`src/rtl/random_move_engine.sv`:
```
// rtl/random_move_engine.sv - opponent-move picker: LFSR start cell + linear probe for an empty cell
//
// Purpose: on a timeout request, snapshot the board and draw a pseudo-random
//   start cell from a free-running LFSR. Probe forward with wrap-around for the
//   first empty cell. Return that cell with a one-cycle valid pulse, or pulse
//   no_move if the snapshot is full.
// Ports:
//   clk      - system clock, rising edge
//   Reset    - asynchronous active-high reset
//   timeout  - move request (level, sampled only while idle)
//   Cells    - board, cell i = Cells[i*CELL_BITS +: CELL_BITS], all-zero = empty
//   move     - chosen cell index, held until the next valid
//   valid    - one-cycle pulse, move is new and points to an empty cell
//   no_move  - one-cycle pulse, snapshot had no empty cell
//   busy     - high while probing
module random_move_engine #(
  parameter int          NUM_CELLS = 9,
  parameter int          CELL_BITS = 2,
  parameter int          LFSR_W    = 16,
  parameter logic [15:0] SEED      = 16'hACE1,
  localparam int         IDX_W     = $clog2(NUM_CELLS)
) (
  input  logic                           clk,
  input  logic                           Reset,
  input  logic                           timeout,
  input  logic [NUM_CELLS*CELL_BITS-1:0] Cells,
  output logic [IDX_W-1:0]               move,
  output logic                           valid,
  output logic                           no_move,
  output logic                           busy
);

  typedef enum logic {
    S_IDLE  = 1'b0,
    S_PROBE = 1'b1
  } state_t;

  state_t                         state_q, state_d;
  logic [LFSR_W-1:0]              lfsr_q, lfsr_d;
  logic [NUM_CELLS*CELL_BITS-1:0] snap_q, snap_d;
  logic [IDX_W-1:0]               idx_q, idx_d;
  logic [IDX_W-1:0]               cnt_q, cnt_d;
  logic [IDX_W-1:0]               move_q, move_d;
  logic                           valid_q, valid_d;
  logic                           no_move_q, no_move_d;

  logic [LFSR_W-1:0]              start_full;
  logic [IDX_W-1:0]               start_idx;
  logic                           cell_empty;

  // Fibonacci LFSR, x^16+x^14+x^13+x^11+1; runs every cycle regardless of state.
  assign lfsr_d = {lfsr_q[LFSR_W-2:0], lfsr_q[15] ^ lfsr_q[13] ^ lfsr_q[12] ^ lfsr_q[10]};

  // Modulo is taken on the full LFSR word; the result always fits in IDX_W.
  assign start_full = lfsr_q % LFSR_W'(NUM_CELLS);
  assign start_idx  = start_full[IDX_W-1:0];

  // Decode the snapshot cell under the probe pointer with constant slices only.
  always_comb begin
    cell_empty = 1'b0;
    for (int i = 0; i < NUM_CELLS; i++) begin
      if (idx_q == IDX_W'(i)) begin
        cell_empty = (snap_q[i*CELL_BITS +: CELL_BITS] == '0);
      end
    end
  end

  always_comb begin
    state_d   = state_q;
    snap_d    = snap_q;
    idx_d     = idx_q;
    cnt_d     = cnt_q;
    move_d    = move_q;
    valid_d   = 1'b0;
    no_move_d = 1'b0;

    case (state_q)
      S_IDLE: begin
        if (timeout) begin
          snap_d  = Cells;
          idx_d   = start_idx;
          cnt_d   = '0;
          state_d = S_PROBE;
        end
      end

      S_PROBE: begin
        if (cell_empty) begin
          move_d  = idx_q;
          valid_d = 1'b1;
          state_d = S_IDLE;
        end else if (cnt_q == IDX_W'(NUM_CELLS - 1)) begin
          // Every cell has been visited once: the snapshot is full.
          no_move_d = 1'b1;
          state_d   = S_IDLE;
        end else begin
          idx_d = (idx_q == IDX_W'(NUM_CELLS - 1)) ? '0 : idx_q + 1'b1;
          cnt_d = cnt_q + 1'b1;
        end
      end

      default: begin
        state_d = S_IDLE;
      end
    endcase
  end

  always_ff @(posedge clk or posedge Reset) begin
    if (Reset) begin
      state_q   <= S_IDLE;
      lfsr_q    <= SEED;
      snap_q    <= '0;
      idx_q     <= '0;
      cnt_q     <= '0;
      move_q    <= '0;
      valid_q   <= 1'b0;
      no_move_q <= 1'b0;
    end else begin
      state_q   <= state_d;
      lfsr_q    <= lfsr_d;
      snap_q    <= snap_d;
      idx_q     <= idx_d;
      cnt_q     <= cnt_d;
      move_q    <= move_d;
      valid_q   <= valid_d;
      no_move_q <= no_move_d;
    end
  end

  assign move    = move_q;
  assign valid   = valid_q;
  assign no_move = no_move_q;
  assign busy    = (state_q == S_PROBE);

endmodule

```
`config.mk`:
```
export PLATFORM = sky130hd
export DESIGN_NAME = random_move_engine
export DESIGN_NICKNAME = d
export VERILOG_FILES = /design/src/rtl/random_move_engine.sv
export SDC_FILE = /design/constraint.sdc
export NUM_CORES = 1
export LEC_CHECK = 0
export ABC_CLOCK_PERIOD_IN_PS = 7150
export CAP_MARGIN = 30
export CORE_MARGIN = 2
export CORE_UTILIZATION = 55
export CTS_BUF_LIST = sky130_fd_sc_hd__clkbuf_4
export CTS_CLUSTER_SIZE = 12
export DETAILED_ROUTE_END_ITERATION = 16
export PLACE_DENSITY = 0.8
export SLEW_MARGIN = 30
export SYNTH_ARGS = -nofsm -noshare
export SYNTH_HDL_FRONTEND = slang
export SYNTH_SLANG_ARGS = --single-unit
```
`constraint.sdc`:
```
create_clock -name clk -period 7.15 [get_ports clk]
set_clock_uncertainty 0.1 [all_clocks]
set_input_delay 1.7875 -clock clk [delete_from_list [all_inputs] [get_ports clk]]
set_output_delay 1.7875 -clock clk [all_outputs]
set_load 0.005 [all_outputs]
```
==> results list <==
- Outcome: finished, final reports clean
- Critical Path Start Type: flip-flop
* Die Ht: 91.6 um
* Sequential element share of the synthesized area: between 20% and 30%
* CTS hold repair buffers: 0
- Post-detailed-route wirelength per cell: 16.9 um
* Buffer type at the clock tree root: clkbuf_4
- DRC violation count after routing: 0
* Synth cell types: 95
- The floorplan step set the die width to 91.6 um.
- Grt ovf: 0
* Unrepaired setup endpoints after global routing: true
* Worst hold path stage count: 1
- The initial utilization of the core area, before any placement, comes to 57.6%.
- Of the post-synthesis cell area, the dominant cell type holds 24.3%.
- The number of hold-slack violations in the final timing report is 0.
* Per-cell via count in the routed design: 6.35
- In this run the number of H-tree levels came out at 2.
- Buffers placed on the I/O ports in this run total 27.
- Detailed placement ended at an HPWL of slightly below 8000 um.
* Pin count of the biggest net entering global routing: 50
- Yosys printed 0 warnings.
- Cells with a size suffix above 1 make up 31.7% of the layout.
- STA puts the critical path data arrival time at 7.31 ns.
- Final-report setup violation count: 0
- Vias after detailed routing: 4,369
* Top cells by count, synth: nand2_1, dfrtp_1, nor2_1, a21oi_1, inv_1
- The critical path contains buffers and inverters numbering 4 combined.
- At the worst endpoint, the required time is about 7.3 ns.
* Delay of the slowest cell on the worst path: 0.60 ns
- dfrtp_1 takes more of the synthesized area than any other cell.
- After layout, the minimum clock period comes to 7.14 ns.
- Worst VDD drop: ~100 uV
- CTS clock-pin slew for the worst setup and hold paths: roughly 0.13 ns
- The number of nets handed over by synthesis was 530.
* Vias in the first global route: about 4,100
- Total power consumption of the routed design: around 900 uW
* Max-slew violation total from the final report: 0
- The analysis attributes to cell leakage a power of 0.00224 uW.
* Maximum fanout count along the critical path: 7
- TritonCTS Sinks: 49
- Synthesized flop and latch total: around 50
- Number of cells on the critical path: 32
- In the synthesized netlist the async set-or-reset flop fraction comes to 100%.
- After detailed routing, the total wire length is between 10,000 and 15,000 um.
* Initial antenna violation count: 0
- Synthesis produced 499 cells.
* Top post-synthesis cells by area: dfrtp_1, nand2_1, dfstp_2
- The worst setup path is captured at a flip-flop.
- In this run, the number of DRC markers left after iteration 0 of detailed routing was 259.
* Critical Path Slowest Stage Cell: dfstp_2
- In this run the tightest slew margin relative to its limit is between 50% and 60%.
* Power per cell area: 164 nW/um^2
- Total inserted antenna cells: 0
* Area overhead of the layout relative to synthesis: 29.7%
* Reg2reg end: idx_q[1]
- Flop2flop setup slack: 0.008 ns
- TritonCTS built the clock tree.
* Area of the die: 8400 um^2
- Global routing consumed, over all layers together, 25.6% of the routing resources.
* First element of the critical path: lfsr_q[15]
- Floorplan row count: 31
* Number of nets in the layout: 619
* Slew at the pin closest to its max-slew limit: 0.742 ns
* Post-synth top flop: dfrtp_1
- Across the run, the number of max-cap violations was 0.
- Maximum number of buffers from clock root to sink: 2
- Following the worst setup path forward leads to its endpoint at idx_q[1].
- In the final timing run, aggregate negative setup slack is 0 ns.
- Worst-Skew Late Latency: around 0.38 ns
- # IOs: 28
* Antenna Violating Nets Remaining: 0
* Dominant cell by count in the synthesized netlist: nand2_1
- In this run the cell area of the synthesized design comes to 4220 um^2.
- The first global-routing pass estimated about 18,000 um of wire.
- Class of the tightest hold or removal check: reg2reg
- Among cell families on the critical path, the largest total delay comes from compound AO/OA/AOI/OAI gates.
- For the worst flop-to-flop path, the logic depth is 32.
- Number of iterations in the first detailed-routing pass: 5
* Count of flip-flops with a built-in enable after synthesis: 0
- Routability-driven placement finished with a final weighted congestion of approximately 0.95.
- The final critical path takes up between 90% and 100% of the cycle.
* Core area: 7330 um^2
- Averaged over all synthesized cells, the footprint is 8.46 um^2.
- CTS buffer count: 5
* WS Path Type: reg2reg
- Utilization of the core after routing: roughly three quarters
- The startpoint identified for the worst register-to-register timing path is lfsr_q[15].
- Timing would allow up to 0.140 GHz.
[worst min path at each step]
stage / from / slack [ns] / to
final: cnt_q[2] / 0.36 / no_move
after global routing: lfsr_q[0] / 0.36 / lfsr_q[1]
after CTS: lfsr_q[0] / 0.35 / lfsr_q[1]
after detailed placement: lfsr_q[0] / 0.33 / lfsr_q[1]
after global placement: cnt_q[2] / 0.33 / no_move
after floorplan: lfsr_q[10] / 0.25 / lfsr_q[11]
[per-stage QoR]
step | instance area [um^2] | setup WS [ns] | hold slack (ns) | std cells
3_5_place_dp | 4940 | -0.0397 | 0.328 | 660
6_report | 5480 | 0.00801 | 0.359 | 688
5_1_grt | 5480 | -0.209 | 0.365 | 688
4_1_cts | 5070 | 0.00430 | 0.348 | 673
2_1_floorplan | 4220 | 0.0999 | 0.252 | 499
3_3_place_gp | 4940 | 0.137 | 0.328 | 660
[power breakdown]
part	switching (uW)	leakage [uW]	internal, uW
clock	85.3	0.0000354	41.4
sequential	65.0	0.000605	361
combinational	185	0.00160	159
[repair_timing]
| item | in CTS | in global routing |
|---|---|---|
| cloned | 0 | 0 |
| gates resized for setup | 8 | 66 |
| endpoints found under the setup margin | 3 | 4 |
| buffers inserted | 5 | 15 |
| pin swaps | 3 | 25 |
[cell type report]
type                       instances  area (um^2)
fill                             483         1860
clock inverter                     2         10.0
inverter                          23         88.8
multi-input combinational        403         3090
clock buffer                       6         45.0
timing repair buffer             106          876
tap                               99          124
sequential                        49         1240
[routing by layer]
| layer | global-route usage, % | wire length [um] |
|---|---|---|
| met4 | 7.95 | 172 |
| met3 | 3.62 | 744 |
| met5 | 0 | 0 |
| met1 | 32.8 | 4850 |
| met2 | 44.7 | 5840 |
[registers in the layout (all words and copies together) (netlist names)]
register	cells
snap_q	18
lfsr_q	16
cnt_q	4
idx_q	4
move	4
busy	1
no_move	1
valid	1
[logic make-up after synthesis]
| kind of cell | share of synthesized area, % |
|---|---|
| AO/OA/AOI/OAI | 33.2 |
| adder cells (fa/ha/maj) | 3.20 |
| flip-flops | 29.3 |
| AND/OR/NAND/NOR | 24.0 |
| buffers and inverters | 4.83 |
| XOR/XNOR | 2.22 |
| multiplexers | 3.29 |
[cell usage in the layout (no fill, tap or decap), drive strengths merged, types with 16 or more instances in the layout]
master,Yosys,layout
dfrtp,41,41
o21ai,22,22
buf,12,78
clkdlybuf4s50,0,27
nand2,80,80
nor2,34,34
inv,23,23
nor3,16,16
a21oi,28,28
Note: power is estimated with default switching activity, not from simulation.
